### src/rtl/morse_encoder.sv
// Morse keying encoder: one character code in, timed dots/dashes out.
// Symbol timing is derived from UNIT_CYCLES clock cycles per Morse unit.
module morse_encoder #(
  parameter int UNIT_CYCLES = 10_000_000
) (
  input  logic       clk,
  input  logic       rst,
  input  logic       en,
  input  logic       char_valid,
  input  logic [5:0] char_code,
  output logic       char_ready,
  output logic       morse_out,
  output logic       busy,
  output logic       done,
  output logic       err
);

  localparam int CW = $clog2(7 * UNIT_CYCLES);

  localparam logic [CW-1:0] T1 = CW'(UNIT_CYCLES - 1);
  localparam logic [CW-1:0] T3 = CW'(3 * UNIT_CYCLES - 1);
  localparam logic [CW-1:0] T7 = CW'(7 * UNIT_CYCLES - 1);

  typedef enum logic [2:0] {
    IDLE,
    MARK,
    SYM_GAP,
    CHAR_GAP,
    WORD_GAP,
    FINISH
  } state_t;

  state_t        state, state_d;
  logic [CW-1:0] cnt, cnt_d;
  logic [2:0]    idx, idx_d;
  logic [4:0]    pat, pat_d;
  logic          err_d;
  logic          accept;
  logic [7:0]    rom_q;
  logic [2:0]    sel;
  logic          dash;
  logic [CW-1:0] mark_last;

  // {len, pat}: pat is right-aligned, MSB sent first, 1 = dash
  function automatic logic [7:0] rom(input logic [5:0] c);
    logic [7:0] r;
    r = 8'h00;
    case (c)
      6'd0:  r = {3'd2, 5'b00001};
      6'd1:  r = {3'd4, 5'b01000};
      6'd2:  r = {3'd4, 5'b01010};
      6'd3:  r = {3'd3, 5'b00100};
      6'd4:  r = {3'd1, 5'b00000};
      6'd5:  r = {3'd4, 5'b00010};
      6'd6:  r = {3'd3, 5'b00110};
      6'd7:  r = {3'd4, 5'b00000};
      6'd8:  r = {3'd2, 5'b00000};
      6'd9:  r = {3'd4, 5'b00111};
      6'd10: r = {3'd3, 5'b00101};
      6'd11: r = {3'd4, 5'b00100};
      6'd12: r = {3'd2, 5'b00011};
      6'd13: r = {3'd2, 5'b00010};
      6'd14: r = {3'd3, 5'b00111};
      6'd15: r = {3'd4, 5'b00110};
      6'd16: r = {3'd4, 5'b01101};
      6'd17: r = {3'd3, 5'b00010};
      6'd18: r = {3'd3, 5'b00000};
      6'd19: r = {3'd1, 5'b00001};
      6'd20: r = {3'd3, 5'b00001};
      6'd21: r = {3'd4, 5'b00001};
      6'd22: r = {3'd3, 5'b00011};
      6'd23: r = {3'd4, 5'b01001};
      6'd24: r = {3'd4, 5'b01011};
      6'd25: r = {3'd4, 5'b01100};
      6'd26: r = {3'd5, 5'b11111};
      6'd27: r = {3'd5, 5'b01111};
      6'd28: r = {3'd5, 5'b00111};
      6'd29: r = {3'd5, 5'b00011};
      6'd30: r = {3'd5, 5'b00001};
      6'd31: r = {3'd5, 5'b00000};
      6'd32: r = {3'd5, 5'b10000};
      6'd33: r = {3'd5, 5'b11000};
      6'd34: r = {3'd5, 5'b11100};
      6'd35: r = {3'd5, 5'b11110};
      default: r = 8'h00;
    endcase
    return r;
  endfunction

  assign rom_q      = rom(char_code);
  assign char_ready = (state == IDLE) & en;
  assign accept     = char_valid & char_ready;
  assign busy       = (state != IDLE);

  assign sel       = idx - 3'd1;
  assign dash      = pat[sel];
  assign mark_last = dash ? T3 : T1;

  always_comb begin
    state_d = state;
    cnt_d   = cnt + 1'b1;
    idx_d   = idx;
    pat_d   = pat;
    err_d   = 1'b0;
    if (!en) begin
      state_d = IDLE;
      cnt_d   = '0;
    end else begin
      unique case (state)
        IDLE: begin
          cnt_d = '0;
          if (accept) begin
            if (char_code < 6'd36) begin
              state_d = MARK;
              idx_d   = rom_q[7:5];
              pat_d   = rom_q[4:0];
            end else if (char_code == 6'd36) begin
              state_d = WORD_GAP;
            end else begin
              state_d = FINISH;
              err_d   = 1'b1;
            end
          end
        end
        MARK: begin
          if (cnt == mark_last) begin
            cnt_d   = '0;
            idx_d   = idx - 3'd1;
            state_d = (idx == 3'd1) ? CHAR_GAP : SYM_GAP;
          end
        end
        SYM_GAP: begin
          if (cnt == T1) begin
            cnt_d   = '0;
            state_d = MARK;
          end
        end
        CHAR_GAP: begin
          if (cnt == T3) begin
            cnt_d   = '0;
            state_d = FINISH;
          end
        end
        WORD_GAP: begin
          if (cnt == T7) begin
            cnt_d   = '0;
            state_d = FINISH;
          end
        end
        FINISH: begin
          cnt_d   = '0;
          state_d = IDLE;
        end
        default: begin
          cnt_d   = '0;
          state_d = IDLE;
        end
      endcase
    end
  end

  always_ff @(posedge clk or negedge rst) begin
    if (!rst) begin
      state     <= IDLE;
      cnt       <= '0;
      idx       <= '0;
      pat       <= '0;
      morse_out <= 1'b0;
      done      <= 1'b0;
      err       <= 1'b0;
    end else begin
      state     <= state_d;
      cnt       <= cnt_d;
      idx       <= idx_d;
      pat       <= pat_d;
      morse_out <= (state_d == MARK);
      done      <= (state_d == FINISH);
      err       <= err_d;
    end
  end

endmodule

### config.mk
export PLATFORM = sky130hd
export DESIGN_NAME = morse_encoder
export DESIGN_NICKNAME = d
export VERILOG_FILES = /design/src/rtl/morse_encoder.sv
export SDC_FILE = /design/constraint.sdc
export NUM_CORES = 1
export LEC_CHECK = 0
export CAP_MARGIN = 40
export CORE_MARGIN = 2
export CORE_UTILIZATION = 36
export DETAILED_ROUTE_END_ITERATION = 8
export GPL_TIMING_DRIVEN = 0
export HOLD_SLACK_MARGIN = 0.1
export PLACE_DENSITY = 0.63
export SYNTH_ARGS = -nofsm -noshare
export SYNTH_HDL_FRONTEND = slang
export SYNTH_SLANG_ARGS = --single-unit
### constraint.sdc
create_clock -name clk -period 2.7 [get_ports clk]
set_clock_uncertainty 0.2 [all_clocks]
set_input_delay 0.27 -clock clk [delete_from_list [all_inputs] [get_ports clk]]
set_output_delay 0.27 -clock clk [all_outputs]
set_load 0.005 [all_outputs]
==> results of run 1 <==
sequential cells by signal, indices dropped and copies added, names as in the netlist:
name,cells
cnt,27
done,1
err,1
idx,3
morse_out,1
pat,5
state,3
routing by layer:
layer  vias up  part of all wire [%]  GRT usage, %
li1       1169                     -             -
met1      1154                    50         21.32
met2        40                    46         24.56
met3         8                   2.8         1.760
met4         0                   1.8         5.641
met5         -                     0             0
Yosys cell counts (3+ instances only):
library cell and instances:
nor2_1 53, and2_1 5, xnor2_1 9, a31oi_1 4, or3_1 3, a21oi_1 18
clkbuf_1 8, nor2b_1 5, o21ai_0 12, xor2_1 18, and3_1 6, nand3_1 18
nor4_1 5, nand2_1 27, o22ai_1 3, nand4_1 9, ha_1 8, dfrtp_1 41
inv_1 9, nor3_1 10
final cells by class:
type | count | area, sq um
Clock buffer | 6 | 82.58
Tap cell | 99 | 123.9
Multi-Input combinational cell | 252 | 1590
Buffer | 11 | 56.30
Timing Repair Buffer | 18 | 177.7
Sequential cell | 41 | 1026
Fill cell | 747 | 4083
Clock inverter | 2 | 37.54
Inverter | 10 | 37.54
cells in the final DEF (no fill, tap or decap), types with 8 or more instances in the layout:
master and instances:
a21oi_1 18, clkbuf_1 8, clkdlybuf4s50_1 12, dfrtp_1 41
ha_1 8, inv_1 9, nand2_1 27, nand3_1 18
nand4_1 9, nor2_1 53, nor3_1 9, o21ai_0 12
xnor2_1 9, xor2_1 18
worst reg2reg max path: cells and delay by family (launching register included):
kind	cells	cell delay [ns]
DFF	1	0.42
AOI/OAI and AO/OA	2	0.60
and+or+nand+nor	4	1.03
buffers and inverters	1	0.19
report_power, final:
| group | internal [mW] | total (mW) | switching (mW) |
|---|---|---|---|
| clock | 0.301 | 0.513 | 0.213 |
| sequential | 0.651 | 0.675 | 0.0241 |
| combinational | 0.147 | 0.325 | 0.177 |
| total | 1.10 | 1.51 | 0.414 |
kinds of logic after synthesis:
logic type,count (synthesis)
flip-flops,41
adder cells (fa/ha/maj),8
XOR/XNOR,27
buffers and inverters,21
AO/OA/AOI/OAI,57
multiplexers,3
AND/OR/NAND/NOR,157
how the worst max path moves through the flow:
stage | endpoint | slack, ns | cells past startpoint
2_1_floorplan | cnt[18]$_DFF_PN0_ | 0.29 | 7
3_3_place_gp | cnt[14]$_DFF_PN0_ | -0.03 | 8
3_5_place_dp | cnt[5]$_DFF_PN0_ | -0.04 | 8
4_1_cts | cnt[12]$_DFF_PN0_ | 0.002 | 8
5_1_grt | cnt[15]$_DFF_PN0_ | 0.02 | 7
6_report | cnt[11]$_DFF_PN0_ | 0.15 | 7
metrics by stage:
step                power (mW)  TNS (ns)  hold slack (ns)  utilization, %
floorplan               0.8970         0          -0.2256               -
global placement        0.9888   -0.5828           0.2437           40.51
detailed placement      0.9962   -0.6046         -0.09469           40.72
CTS                      1.515         0           0.1089           42.73
global route             1.593         0           0.1549           43.41
finish                   1.513         0           0.1182           43.41
timing repair:
item	in CTS	in global routing
pin swaps	1	2
resized for setup	2	7
setup buffers	1	2
hold buffers	1	0
endpoints found under the setup margin	20	23
endpoints found under the hold margin	41	0
==> metrics.md, run 1 <==
| Metric | Value |
|---|---|
| Die Wd | 90.10 um |
| Placement Cell Area | 2938 sq um |
| Via Count | 2371 |
| Final hold viol count | 0 |
| WP data required | 2.68 ns |
| Slew @ Worst Pin | 0.5973 ns |
| PwrDens | 483.1 nW/um^2 |
| Buf/Inv on CP | 1 |
| Post-route cell area | 3132 sq um |
| Initial antenna violation count | 0 |
| DR pass1 iterations | 4 |
| Final HPWL DP | 4450 um |
| Max Cap Violations | 0 |
| Tcrit/Tclk final | 94.50% |
| Slew Limit Fails | 0 |
| Worst-path clk slew | 0.08 ns |
| Complex-gate fraction of the synthesized area | 14.02% |
| Reg2reg setup slack | 0.15 ns |
| Area leader, netlist | dfrtp_1 |
| Clock period minus final worst setup slack | 2.551 ns |
| Clock latency on the worst-skew pair | 0.29 ns |
| Std cell rows | 31 |
| Number of port buffers | 13 |
| XOR/XNOR share of the synthesized area | 8.861% |
| Reg2Reg Depth | 7 |
| Cells after synthesis | 314 |
| Mean Syn Cell Area | 8.499 sq um |
| CTS Buf Count | 5 |
| Status | completed |
| Sequential share of the synthesized area | 38.44% |
| Largest net degree at the start of global routing | 38 |
| CP Launch Point | cnt[18]$_DFF_PN0_ |
| Multiplexer area fraction after synthesis | 2.110% |
| First-pass GRT wire length | 10430 um |
| Synth Flop Type | dfrtp_1 |
| Synth cell types | 52 |
| RSZ-0062 raised after global routing | no |
| Max VDD drop | 0.0002829 V |
| Pre-CTS setup slack | -0.03911 ns |
| Total track usage | 15.31% |
| Worst slew margin | 59.62% |
| Vias in the first global route | 2242 |
| Netlist Area Pre-Place | 2669 sq um |
| Post-Synth Adder-Cell Area | 3.751% |
| Clock Path Buffers | 2 |
| Fmax | 391.9 MHz |
| Cell Count, Final, Fillers Out | 439 |
| WL per Instance | 13.85 um |
| 1st-iter DRT viols | 120 |
| Syn. warnings | 0 |
| Post-synth top area share | 38.44% |
| GP Congestion | 0.9450 |
| FF-to-FF Start | cnt[18]$_DFF_PN0_ |
| Clk sinks | 41 |
| DRT Wirelength | 6078 um |
| Largest stage delay, worst path | 0.52 ns |
| Seq cells post-synth | 41 |
| Initial Util | 36.99% |
| Critical path type | flip-flop to flip-flop |
| Inst Count DP | 427 |
| DR vias/cell | 5.401 |
| Ports | 15 |
| Synthesized-area fraction occupied by and/or/nand/nor cells | 29.58% |
| Cell Chain, Critical Path | nand4bb_1 -> or4b_1 -> or2_0 -> o31a_1 -> o31ai_4 -> buf_6 -> nor2_1 |
| Top post-synthesis cells by area | dfrtp_1, nor2_1, xor2_1, nand2_1, ha_1 |
| Congestion Overflow GR | 0 |
| RR Endpoint | cnt[11]$_DFF_PN0_ |
| Crit start category | flip-flop |
| Leak | 1.209 nW |
| Drc violations | 0 |
| Final #Nets | 357 |
| Top delay family on crit path | simple AND/OR/NAND/NOR gates |
| Fin worst setup slack | 0.1485 ns |
| Die height | 90.10 um |
| Hold Crit Class | primary input to asynchronous set/reset pin |
| Antenna cells | 0 |
| CP max FO | 10 |
| Critical Path AT | 2.53 ns |
| Placeable Area | 7214 sq um |
| Ys async rst share | 100.0% |
| Crit-path slowest cell | or4b_1 |
| CTS H-Tree Depth | 2 |
| Synth Net Count | 332 |
| Setup violators final | 0 |
| CTS tree | built |
| Largest family of logic cells by synthesized area | simple AND/OR/NAND/NOR gates |
| Layout cells sized above 1 | 7.059% |
| Post-route ant nets | 0 |
| Root Buffer | clkbuf_8 |
| Die ar. | 8118 sq um |
| CP Capture Type | flip-flop |
| Area Growth Syn to Fin | 17.35% |
| Post-synth EDFFs | 0 |
Power figures use the tool's default switching activity.
==> run 2, diff against run 1 <==
--- a/config.mk
+++ b/config.mk
@@ -8,10 +8,12 @@
 export CAP_MARGIN = 40
 export CORE_MARGIN = 2
 export CORE_UTILIZATION = 36
+export CTS_BUF_LIST = sky130_fd_sc_hd__clkbuf_16
 export DETAILED_ROUTE_END_ITERATION = 8
 export GPL_TIMING_DRIVEN = 0
 export HOLD_SLACK_MARGIN = 0.1
 export PLACE_DENSITY = 0.63
+export REMOVE_ABC_BUFFERS = 1
 export SYNTH_ARGS = -nofsm -noshare
 export SYNTH_HDL_FRONTEND = slang
 export SYNTH_SLANG_ARGS = --single-unit
==> run 2 against run 1 <==
Routed wire length shrank 2.1%. Non-clock buffer count fell by 10. Worst hold slack better by 0.11 ns. Total power is 8.9% higher. Critical path depth did not move. Setup slack got worse by 0.061 ns. Critical endpoint is now cnt[9]$_DFF_PN0_. Cell count decreased by 2.3%. Via count fell by 2.0%. Clock power rose by 30%.
==> metrics.md, run 2 (synthesis results as in run 1) <==
| Metric | Value |
|---|---|
| CTS tree | built |
| First-pass GRT wire length | 10230 um |
| FF-to-FF Start | cnt[11]$_DFF_PN0_ |
| Max reg flops | 27 |
| Top flop regs | cnt: 27 flops, pat: 5 flops |
| Clock Path Buffers | 2 |
| Top reg by flops | cnt |
| Final hold viol count | 0 |
| Slew @ Worst Pin | 0.8271 ns |
| Congestion Overflow GR | 0 |
| Critical Path AT | 2.59 ns |
| Largest stage delay, worst path | 0.53 ns |
| Die Wd | 90.10 um |
| WL per Instance | 13.87 um |
| Clock period minus final worst setup slack | 2.612 ns |
| Antenna cells | 0 |
| Tcrit/Tclk final | 96.74% |
| Power, Total | 1.648 mW |
| Hold Crit Class | primary input to asynchronous set/reset pin |
| Final core occ | 43.34% |
| Buf/Inv on CP | 1 |
| Total track usage | 15.02% |
| Placeable Area | 7214 sq um |
| DR vias/cell | 5.415 |
| Worst-path clk slew | 0.06 ns |
| CP Capture Type | flip-flop |
| Drc violations | 0 |
| Critical path type | flip-flop to flip-flop |
| Crit-path slowest cell | or4b_1 |
| PwrDens | 527.0 nW/um^2 |
| Die height | 90.10 um |
| Reg2Reg Depth | 7 |
| Clock latency on the worst-skew pair | 0.29 ns |
| Ports | 15 |
| CP max FO | 9 |
| Setup violators final | 0 |
| CTS H-Tree Depth | 2 |
| Leak | 1.214 nW |
| Vias in the first global route | 2224 |
| Slew Limit Fails | 0 |
| Most common cell after layout, fill and taps aside | nor2_1 |
| Final #Nets | 347 |
| DRT Wirelength | 5949 um |
| Number of port buffers | 14 |
| WP data required | 2.67 ns |
| Max VDD drop | 0.0002361 V |
| Status | completed |
| CTS Buf Count | 5 |
| RSZ-0062 raised after global routing | yes |
| Most frequent cells in the layout | nor2_1, dfrtp_1, nand2_1 |
| Layout cells sized above 1 | 5.758% |
| Initial Util | 36.99% |
| RR Endpoint | cnt[9]$_DFF_PN0_ |
| Post-route ant nets | 0 |
| Final HPWL DP | 4349 um |
| Std cell rows | 31 |
| Top delay family on crit path | simple AND/OR/NAND/NOR gates |
| GP Congestion | 0.8720 |
| Die ar. | 8118 sq um |
| Worst slew margin | 44.69% |
| 1st-iter DRT viols | 114 |
| Clk sinks | 41 |
| Fmax | 382.8 MHz |
| Area Growth Syn to Fin | 17.16% |
| Root Buffer | clkbuf_16 |
| Initial antenna violation count | 0 |
| Max Cap Violations | 0 |
| Largest net degree at the start of global routing | 27 |
| DR pass1 iterations | 4 |
| Via Count | 2323 |
| Crit start category | flip-flop |
| Cell Chain, Critical Path | nand4bb_1 -> or4b_1 -> or2_0 -> o31a_1 -> o31ai_4 -> buf_4 -> nor2_1 |
| Reg2reg setup slack | 0.09 ns |
==> run 2: final cells by class <==
class                   instances  area [sq um]
repair buffers                 19         191.4
clock inverters                 3         37.54
multi-input cells             252          1585
well taps                      99         123.9
clock buffers                   5         125.1
inverters                      10         37.54
flip-flops and latches         41          1026
fillers                       725          4088
==> run 2: metrics by stage <==
step / instance area [sq um] / setup slack (ns) / instances / TNS, ns / hold WS, ns
3_5_place_dp: 2910 / -0.3243 / 418 / -5.449 / 0.01283
6_report: 3127 / 0.08794 / 429 / 0 / 0.2307
4_1_cts: 3097 / 0.02493 / 428 / 0 / 0.2493
2_1_floorplan: 2620 / 0.09274 / 303 / 0 / -0.2256
5_1_grt: 3127 / -0.005786 / 429 / -0.01413 / 0.2748
3_3_place_gp: 2884 / -0.4796 / 416 / -9.915 / 0.2430
==> run 2: power breakdown <==
part           total, mW  internal [mW]  switching (mW)
Sequential         0.684          0.652          0.0320
Combinational      0.298          0.139           0.160
Clock              0.666          0.429           0.236
==> run 2: worst max-delay path by stage <==
stage	depth (start not counted)	slack, ns	endpoint	from
after floorplan	6	0.09	cnt[10]$_DFF_PN0_	cnt[18]$_DFF_PN0_
after global routing	7	-0.006	cnt[5]$_DFF_PN0_	cnt[11]$_DFF_PN0_
final	7	0.09	cnt[9]$_DFF_PN0_	cnt[11]$_DFF_PN0_
after detailed placement	8	-0.32	cnt[15]$_DFF_PN0_	cnt[0]$_DFF_PN0_
after global placement	7	-0.48	cnt[22]$_DFF_PN0_	cnt[0]$_DFF_PN0_
after CTS	7	0.02	idx[2]$_DFFE_PN0P_	cnt[0]$_DFF_PN0_
==> run 2: routing by layer <==
metal | global-route usage [%] | vias to the layer above | part of all wire (%)
met5 | 0 | - | 0
met4 | 5.897 | 0 | 1.8
met3 | 2.850 | 8 | 2.5
met2 | 24.87 | 39 | 47
met1 | 19.40 | 1121 | 48
li1 | - | 1155 | -
==> run 2: what timing repair did <==
item,4_1_cts,5_1_grt
resized for setup,1,5
buffers inserted,1,1
pin swaps,1,1
cloned,0,0
hold endpoints to repair,41,0
hold buffers,1,0
endpoints found under the setup margin,21,25
